## src/rtl/led_pattern_sequencer.sv

```systemverilog
// rtl/led_pattern_sequencer.sv - 4-LED pattern sequencer with debounced mode/speed buttons

module led_btn_conditioner #(
    parameter int DEBOUNCE_CYCLES = 250_000
) (
    input  logic clk_i,
    input  logic rst_n_i,
    input  logic btn_i,
    output logic press_o
);

    localparam int DW = (DEBOUNCE_CYCLES > 2) ? $clog2(DEBOUNCE_CYCLES) : 1;
    localparam logic [DW-1:0] DB_LAST = DW'(DEBOUNCE_CYCLES - 1);

    logic          sync_1;
    logic          sync_2;
    logic [1:0]    sync_fill;
    logic          db_state;
    logic          db_prev;
    logic          armed;
    logic [DW-1:0] db_cnt;

    // armed blocks the rising edge of a button already held through reset;
    // it sets only once the refilled synchroniser shows a settled release.
    always_ff @(posedge clk_i) begin
        if (!rst_n_i) begin
            sync_1    <= 1'b0;
            sync_2    <= 1'b0;
            sync_fill <= 2'b00;
            db_state  <= 1'b0;
            db_prev   <= 1'b0;
            armed     <= 1'b0;
            db_cnt    <= '0;
        end else begin
            sync_1    <= btn_i;
            sync_2    <= sync_1;
            sync_fill <= {sync_fill[0], 1'b1};
            db_prev   <= db_state;
            if (sync_2 == db_state) begin
                db_cnt <= '0;
            end else if (db_cnt == DB_LAST) begin
                db_state <= ~db_state;
                db_cnt   <= '0;
            end else begin
                db_cnt <= db_cnt + DW'(1);
            end
            if (sync_fill[1] && !sync_2 && !db_state) begin
                armed <= 1'b1;
            end
        end
    end

    assign press_o = db_state & ~db_prev & armed;

endmodule

module led_pattern_sequencer #(
    parameter int STEP_DIV        = 25_000_000,
    parameter int DEBOUNCE_CYCLES = 250_000
) (
    input  logic       clk_i,
    input  logic       rst_n_i,
    input  logic       btn_mode_i,
    input  logic       btn_speed_i,
    output logic       LED_1_o,
    output logic       LED_2_o,
    output logic       LED_3_o,
    output logic       LED_4_o,
    output logic [1:0] mode_o,
    output logic [1:0] speed_o,
    output logic       step_o
);

    localparam int TW = $clog2(STEP_DIV + 1);

    typedef enum logic [1:0] {
        MODE_OFF    = 2'd0,
        MODE_RING   = 2'd1,
        MODE_BOUNCE = 2'd2,
        MODE_BLINK  = 2'd3
    } mode_e;

    mode_e         mode_q, mode_d;
    logic [1:0]    speed_q, speed_d;
    logic [3:0]    pattern_q, pattern_d;
    logic          dir_down_q, dir_down_d;
    logic [TW-1:0] tick_q, tick_d;
    logic [TW-1:0] tick_last;
    logic          step_q, step_d;
    logic          mode_press;
    logic          speed_press;

    led_btn_conditioner #(.DEBOUNCE_CYCLES(DEBOUNCE_CYCLES)) u_btn_mode (
        .clk_i   (clk_i),
        .rst_n_i (rst_n_i),
        .btn_i   (btn_mode_i),
        .press_o (mode_press)
    );

    led_btn_conditioner #(.DEBOUNCE_CYCLES(DEBOUNCE_CYCLES)) u_btn_speed (
        .clk_i   (clk_i),
        .rst_n_i (rst_n_i),
        .btn_i   (btn_speed_i),
        .press_o (speed_press)
    );

    assign tick_last = (TW'(STEP_DIV) >> speed_q) - TW'(1);

    always_comb begin
        mode_d     = mode_q;
        speed_d    = speed_q;
        pattern_d  = pattern_q;
        dir_down_d = dir_down_q;
        tick_d     = tick_q;
        step_d     = 1'b0;

        // Pattern advances the cycle after the step pulse; a mode press below overrides it.
        if (step_q) begin
            case (mode_q)
                MODE_RING: pattern_d = {pattern_q[2:0], pattern_q[3]};
                MODE_BOUNCE: begin
                    if (!dir_down_q) begin
                        if (pattern_q[3]) begin
                            dir_down_d = 1'b1;
                            pattern_d  = pattern_q >> 1;
                        end else begin
                            pattern_d  = pattern_q << 1;
                        end
                    end else begin
                        if (pattern_q[0]) begin
                            dir_down_d = 1'b0;
                            pattern_d  = pattern_q << 1;
                        end else begin
                            pattern_d  = pattern_q >> 1;
                        end
                    end
                end
                MODE_BLINK: pattern_d = ~pattern_q;
                default: ;
            endcase
        end

        if (mode_press || speed_press) begin
            tick_d = '0;
            if (speed_press) begin
                speed_d = speed_q + 2'd1;
            end
            if (mode_press) begin
                dir_down_d = 1'b0;
                case (mode_q)
                    MODE_OFF: begin
                        mode_d    = MODE_RING;
                        pattern_d = 4'b0001;
                    end
                    MODE_RING: begin
                        mode_d    = MODE_BOUNCE;
                        pattern_d = 4'b0001;
                    end
                    MODE_BOUNCE: begin
                        mode_d    = MODE_BLINK;
                        pattern_d = 4'b1111;
                    end
                    default: begin
                        mode_d    = MODE_OFF;
                        pattern_d = 4'b0000;
                    end
                endcase
            end
        end else if (mode_q == MODE_OFF) begin
            tick_d = '0;
        end else if (tick_q == tick_last) begin
            tick_d = '0;
            step_d = 1'b1;
        end else begin
            tick_d = tick_q + TW'(1);
        end
    end

    always_ff @(posedge clk_i) begin
        if (!rst_n_i) begin
            mode_q     <= MODE_OFF;
            speed_q    <= 2'd0;
            pattern_q  <= 4'b0000;
            dir_down_q <= 1'b0;
            tick_q     <= '0;
            step_q     <= 1'b0;
        end else begin
            mode_q     <= mode_d;
            speed_q    <= speed_d;
            pattern_q  <= pattern_d;
            dir_down_q <= dir_down_d;
            tick_q     <= tick_d;
            step_q     <= step_d;
        end
    end

    assign {LED_4_o, LED_3_o, LED_2_o, LED_1_o} = pattern_q;
    assign mode_o  = mode_q;
    assign speed_o = speed_q;
    assign step_o  = step_q;

endmodule

```

## config.mk

```make
export PLATFORM = sky130hd
export DESIGN_NAME = led_pattern_sequencer
export DESIGN_NICKNAME = d
export VERILOG_FILES = /design/src/rtl/led_pattern_sequencer.sv
export SDC_FILE = /design/constraint.sdc
export NUM_CORES = 1
export LEC_CHECK = 0
export CORE_ASPECT_RATIO = 0.7
export CORE_MARGIN = 2
export CORE_UTILIZATION = 55
export CTS_BUF_LIST = sky130_fd_sc_hd__clkbuf_8 sky130_fd_sc_hd__clkbuf_16
export CTS_CLUSTER_DIAMETER = 30
export CTS_CLUSTER_SIZE = 12
export DETAILED_ROUTE_END_ITERATION = 8
export PLACE_DENSITY = 0.73
export REMOVE_ABC_BUFFERS = 1
export SYNTH_ARGS = -nofsm -noshare
export SYNTH_HDL_FRONTEND = slang
export SYNTH_HIERARCHICAL = 1
export SYNTH_SLANG_ARGS = --single-unit
export TNS_END_PERCENT = 1
```

## constraint.sdc

```tcl
create_clock -name clk_i -period 2.1 [get_ports clk_i]
set_input_delay 0.21 -clock clk_i [delete_from_list [all_inputs] [get_ports clk_i]]
set_output_delay 0.21 -clock clk_i [all_outputs]
set_load 0.02 [all_outputs]
```

==> results of run 1 <==
[logic make-up after synthesis]
| logic type | share of synthesized area [%] |
|---|---|
| compound gates | 7.55 |
| xor+xnor | 12.5 |
| fa+ha+maj | 4.11 |
| buf+inv | 3.35 |
| flops | 39.9 |
| mux | 1.17 |
| simple gates | 31.4 |
[power breakdown]
| group | switching, W | total, W | leakage (nW) | internal (W) |
|---|---|---|---|---|
| clock network | 0.000586 | 0.00132 | 0.116 | 0.000737 |
| logic | 0.0000214 | 0.0000405 | 0.870 | 0.0000192 |
| registers | 0.00000468 | 0.00163 | 0.688 | 0.00162 |
| total | 0.000612 | 0.00299 | 1.67 | 0.00238 |
[Yosys cell counts, drive strengths merged, types with 2 or more instances]
cell type	count
nor3	6
nand2	25
buf	6
ha	14
xnor2	23
o21ai	6
nand3	28
o41ai	2
clkbuf	7
o21a	3
and2	9
or3	6
dfxtp	85
inv	13
nor2	71
xor2	38
a21oi	8
nor4	12
mux2i	5
nor4b	5
a221oi	4
nor2b	9
and4	5
and4bb	2
nand2b	4
o21ba	2
and3	12
o211ai	2
nand4	23
o31ai	4
[per-stage QoR]
| stage | utilization, % | area, sq um | setup WS (ps) | power, W |
|---|---|---|---|---|
| 3_3_place_gp | 62.0 | 4600 | -11.1 | 0.00170 |
| 6_report | 65.7 | 4880 | 16.5 | 0.00299 |
| 5_1_grt | 65.7 | 4880 | -50.9 | 0.00312 |
| 3_5_place_dp | 62.0 | 4600 | -51.3 | 0.00171 |
| 2_1_floorplan | - | 4170 | -796 | 0.00168 |
| 4_1_cts | 65.7 | 4870 | 8.28 | 0.00303 |
[state kept, by name, summed over array words and instances, names as in the netlist]
register               count
speed_o                    2
u_btn_mode/db_cnt         18
tick_q                    25
u_btn_speed/db_cnt        18
u_btn_speed/sync_1         1
u_btn_mode/sync_2          1
u_btn_mode/armed           1
u_btn_speed/sync_fill      2
u_btn_speed/db_state       1
u_btn_speed/db_prev        1
mode_o                     2
u_btn_speed/sync_2         1
step_o                     1
u_btn_mode/sync_fill       2
u_btn_speed/armed          1
u_btn_mode/db_state        1
u_btn_mode/db_prev         1
pattern_q                  4
u_btn_mode/sync_1          1
dir_down_q                 1
[layout make-up]
class	instances	area (sq um)
clock inverter	5	81.3
multi-input combinational	340	2420
sequential	85	1700
timing repair buffer	38	348
tap	98	123
fill	619	2540
clock buffer	11	151
inverter	13	48.8
[timing repair]
| action | 4_1_cts | 5_1_grt |
|---|---|---|
| hold buffers | 0 | 0 |
| resized for setup | 1 | 4 |
| pin swaps | 3 | 0 |
| cloned | 1 | 0 |
| buffers inserted | 2 | 0 |
| setup endpoints to repair | 23 | 24 |
[per-layer routing]
metal / vias up / part of all wire, %
met1: 1508 / 51
met5: - / 0
met2: 88 / 42
met4: 0 / 1.2
met3: 13 / 6.1
li1: 1653 / -
[critical path: cells and delay by family (launching register included)]
kind	cells	cell delay, ps
buffers and inverters	3	380
AND/OR/NAND/NOR	2	530
flip-flops	1	340
AO/OA/AOI/OAI	3	530
adder cells (fa/ha/maj)	1	220
[final timing paths]
check | from | to | slack [ps] | cells after the start
max | speed_o[0] | tick_q[3] | 20 | 9
min | btn_mode_i | u_btn_mode/sync_1 | 440 | 2
max reg2reg | speed_o[0] | tick_q[3] | 20 | 9
min reg2reg | u_btn_mode/sync_fill[0] | u_btn_mode/sync_fill[1] | 440 | 1
==> results.yml, run 1 <==
logic_synthesis:
  synth.area.top_cells: "dfxtp_1, xor2_1, nor2_2, xnor2_1, ha_1"
  synth_top_area_share_pct: 39.9
  syn_area_sq_mm: 0.00426
  ys_seq_elements: 85
  synth_ff_type: "dfxtp_1"
  avgSynthCellArea_sq_um: 9.45
  synth_cells: 451
  ys_types: 50
  synth_area_leader_cell: "dfxtp_1"
  synth_edf_count: 0
  async_reset_ff_share_pct: 0
  yosys_warnings: 6
  synth.yosys.seq_area_share_pct: 39.9
place:
  io_buffers: 12
  dpl.hpwl_um: 5800
  place_congestion: 0.845
  dp_cells: 571
critical_path:
  cp_slowest_stage_delay_ps: 480
  critPathKind: "reg2reg"
  crit_path_start_kind: "flip-flop"
  slowest_stage: "or4_4"
  crit_fanout: 11
  critPathRequiredTime_ps: 2350
  path_cells: "inv_2, ha_1, or4_4, a22oi_2, o211ai_2, o31ai_4, buf_4, buf_16, nor2_2"
  endpoint_kind: "flip-flop"
  arrival_ps: 2340
global_routing:
  antenna_found_initial: 0
  use_met2_pct: 29.8
  grt_pass1_vias: 3084
  grt_overflow_total: 0
  grt_util_met3_pct: 4.79
  grt.busiest_layer: "met1"
  grt_start_max_net_pins: 23
  grt_usage_pct: 21.8
  grt_pass1_wl_um: 14700
  grtUsageMet1_pct: 33.2
floorplanning:
  start_util_pct: 57.5
  die_w_um: 109
  core_area_sq_mm: 0.00742
  rows: 26
  io_pins: 13
  die_area_sq_mm: 0.00848
  die_h_um: 77.6
finish:
  nNetsFinal: 505
  synthToLayoutAreaGrowth_pct: 14.4
  final_layout_size_suffix_gt1_share_pct: 21.1
  layout_common_cells: "dfxtp_1, nor2_2, xor2_1, nor2_1, nand3_1"
  finalNonFillerCells: 590
  antenna_cells: 0
  final_common_cell: "dfxtp_1"
clocking:
  htree_levels: 3
  cts-root-buf: "clkbuf_8"
  path_clk_slew_ps: 80
  clk_latency_ps: 350
  numCtsBuffers: 9
  cts_tree: "done"
  max-clock-path-buffers: 2
  clock_sinks: 85
power:
  powerDensity_mw_per_mm2: 613
  vdd_drop_max_mv: 0.551
  leakage_nw: 1.67
sta:
  worst_slew_pin_slew_ps: 489
  fin_tns_setup_ps: 0
  rsz0062_at_grt: "yes"
  hold_slack_ps: 439
  fin_crit_ps: 2080
  finalHoldViolCount: 0
  slew_headroom_pct: 67.2
  timing.final.crit_share_pct: 99.2
  setup_viol: 0
  drv_slew: 0
  skew_ps: 8.83
  max_freq_mhz: 480
detailed_routing:
  firstDrtPassIters: 4
  ant_nets: 0
  num_vias: 3262
  via_per_inst: 5.53
  post_drt_wl_per_cell_um: 14.1
  drt_wl_total_um: 8300
  drc: 0
  drt_iter0_markers: 184
run_status:
  status: "completed"
worst_hold_path:
  hold_class: "in2reg"
flow_run:
  maxCapViolCount: 0
Power figures use the tool's default switching activity.
==> run 2, diff against run 1 <==
--- a/config.mk
+++ b/config.mk
@@ -7,12 +7,12 @@
 export LEC_CHECK = 0
 export CORE_ASPECT_RATIO = 0.7
 export CORE_MARGIN = 2
-export CORE_UTILIZATION = 55
+export CORE_UTILIZATION = 66
 export CTS_BUF_LIST = sky130_fd_sc_hd__clkbuf_8 sky130_fd_sc_hd__clkbuf_16
 export CTS_CLUSTER_DIAMETER = 30
 export CTS_CLUSTER_SIZE = 12
 export DETAILED_ROUTE_END_ITERATION = 8
-export PLACE_DENSITY = 0.73
+export PLACE_DENSITY = 0.83
 export REMOVE_ABC_BUFFERS = 1
 export SYNTH_ARGS = -nofsm -noshare
 export SYNTH_HDL_FRONTEND = slang
==> constraint.sdc (replaced) <==
create_clock -name clk_i -period 2.6 [get_ports clk_i]
set_input_delay 0.26 -clock clk_i [delete_from_list [all_inputs] [get_ports clk_i]]
set_output_delay 0.26 -clock clk_i [all_outputs]
set_load 0.02 [all_outputs]
==> run 2 against run 1 <==
Compared with the run above: sequential power down 20%; non-clock buffer count is 19 lower; combinational power down 23%; worst setup slack better by 270 ps; clock power decreased by 23%; flip-flop and latch count stayed put; critical endpoint is now tick_q[15].
==> results.yml, run 2 (synthesis gave the netlist of run 1 again) <==
worst_hold_path:
  hold_class: "reg2reg"
  holdCritStartpoint: "u_btn_mode/sync_1"
  hold-path-cell-count: 1
  whs_endpoint: "u_btn_mode/sync_2"
sta:
  worst_slew_pin_slew_ps: 481
  skew_ps: 7.38
  fin_crit_ps: 2320
  max_freq_mhz: 431
  finalWorstSetupSlack_ps: 282
  rsz0062_at_grt: "no"
  setup_viol: 0
  slew_headroom_pct: 67.8
  finalHoldViolCount: 0
  drv_slew: 0
  timing.final.crit_share_pct: 89.1
global_routing:
  grt_pass1_wl_um: 13700
  grtUsageMet1_pct: 34.5
  antenna_found_initial: 0
  grt_pass1_vias: 2915
  grt_util_met3_pct: 5.85
  use_met2_pct: 36.2
  grt_usage_pct: 23.9
  grt.busiest_layer: "met2"
  grt_overflow_total: 0
  grt_start_max_net_pins: 23
finish:
  antenna_cells: 0
  largest_register_ffs: 25
  synthToLayoutAreaGrowth_pct: 9.48
  nNetsFinal: 486
  reg_top3: "tick_q x25, u_btn_mode/db_cnt x18, u_btn_speed/db_cnt x18"
  final_common_cell: "dfxtp_1"
  largest_register: "tick_q"
  finalNonFillerCells: 551
  final_layout_size_suffix_gt1_share_pct: 16.7
  layout_common_cells: "dfxtp_1, nor2_2, xor2_1, nor2_1, nand3_1"
detailed_routing:
  post_drt_wl_per_cell_um: 14.4
  drc: 0
  drt_wl_total_um: 7910
  ant_nets: 0
  via_per_inst: 5.79
  num_vias: 3189
  drt_iter0_markers: 136
  firstDrtPassIters: 4
clocking:
  cts_tree: "done"
  clock_sinks: 85
  numCtsBuffers: 9
  clk_latency_ps: 350
  cts-root-buf: "clkbuf_8"
  post_cts_buffers: 0
  path_clk_slew_ps: 80
  htree_levels: 3
  post_cts_resized: 0
  max-clock-path-buffers: 2
  cts_hold_buf: 0
critical_path:
  crit_path_start_kind: "flip-flop"
  endpoint_kind: "flip-flop"
  critPathKind: "reg2reg"
  critPathRequiredTime_ps: 2850
  crit_fanout: 22
  r2r_setup_slack_ps: 280
  arrival_ps: 2560
  r2r_cells: 8
  timing.rr.start: "speed_o[1]"
  r2r_end: "tick_q[15]"
place:
  dp_slack_ps: 287
  io_buffers: 12
  place_congestion: 0.900
  dpl.hpwl_um: 5610
  dp_cells: 535
floorplanning:
  die_area_sq_mm: 0.00713
  start_util_pct: 68.2
  die_h_um: 71.2
  rows: 24
  die_w_um: 100
  core_area_sq_mm: 0.00625
  io_pins: 13
flow_run:
  maxCapViolCount: 0
power:
  leakage_nw: 1.56
  powerDensity_mw_per_mm2: 504
  vdd_drop_max_mv: 0.369
run_status:
  status: "completed"
run 2: critical path, stage by stage (launching register included):
cell and delay, ps:
dfxtp_1 460, inv_1 140, ha_1 240, or4_4 430, a22oi_2 200, o211ai_2 150
o31ai_4 300, buf_12 230, nor2_1 60
run 2: worst max-delay path by stage:
stage	from	endpoint	slack (ps)	cells past startpoint
6_report	speed_o[1]	tick_q[15]	280	8
5_1_grt	speed_o[1]	tick_q[14]	180	8
4_1_cts	speed_o[1]	tick_q[15]	270	8
2_1_floorplan	speed_o[0]	tick_q[14]	-300	7
3_3_place_gp	speed_o[1]	tick_q[15]	360	8
3_5_place_dp	speed_o[1]	tick_q[15]	290	8
run 2: cell type report:
| type | instances | area (sq um) |
|---|---|---|
| tap | 78 | 97.6 |
| multi-input combinational | 340 | 2420 |
| clock buffer | 9 | 124 |
| clock inverter | 7 | 91.3 |
| timing repair buffer | 19 | 185 |
| sequential | 85 | 1700 |
| fill | 455 | 1580 |
| inverter | 13 | 48.8 |
run 2: through the flow:
stage / area [sq um] / total power [W] / setup TNS (ps) / util (%) / hold slack, ps
2_1_floorplan: 4170 / 0.00136 / -5600 / - / 288
3_3_place_gp: 4450 / 0.00138 / 0 / 71.3 / 414
3_5_place_dp: 4450 / 0.00138 / 0 / 71.3 / 422
4_1_cts: 4670 / 0.00238 / 0 / 74.7 / 443
5_1_grt: 4670 / 0.00244 / 0 / 74.7 / 449
6_report: 4670 / 0.00235 / 0 / 74.7 / 439
run 2: power breakdown:
group | total [W] | switching (W) | internal [W]
Combinational | 0.0000312 | 0.0000162 | 0.0000150
Clock | 0.00101 | 0.000469 | 0.000538
Sequential | 0.00131 | 0.00000511 | 0.00131
Total | 0.00235 | 0.000490 | 0.00186
run 2: layer usage:
metal | vias to the layer above | wire (um)
li1 | 1615 | -
met1 | 1486 | 3940
met2 | 78 | 3460
met3 | 10 | 424
met4 | 0 | 84
met5 | - | 0
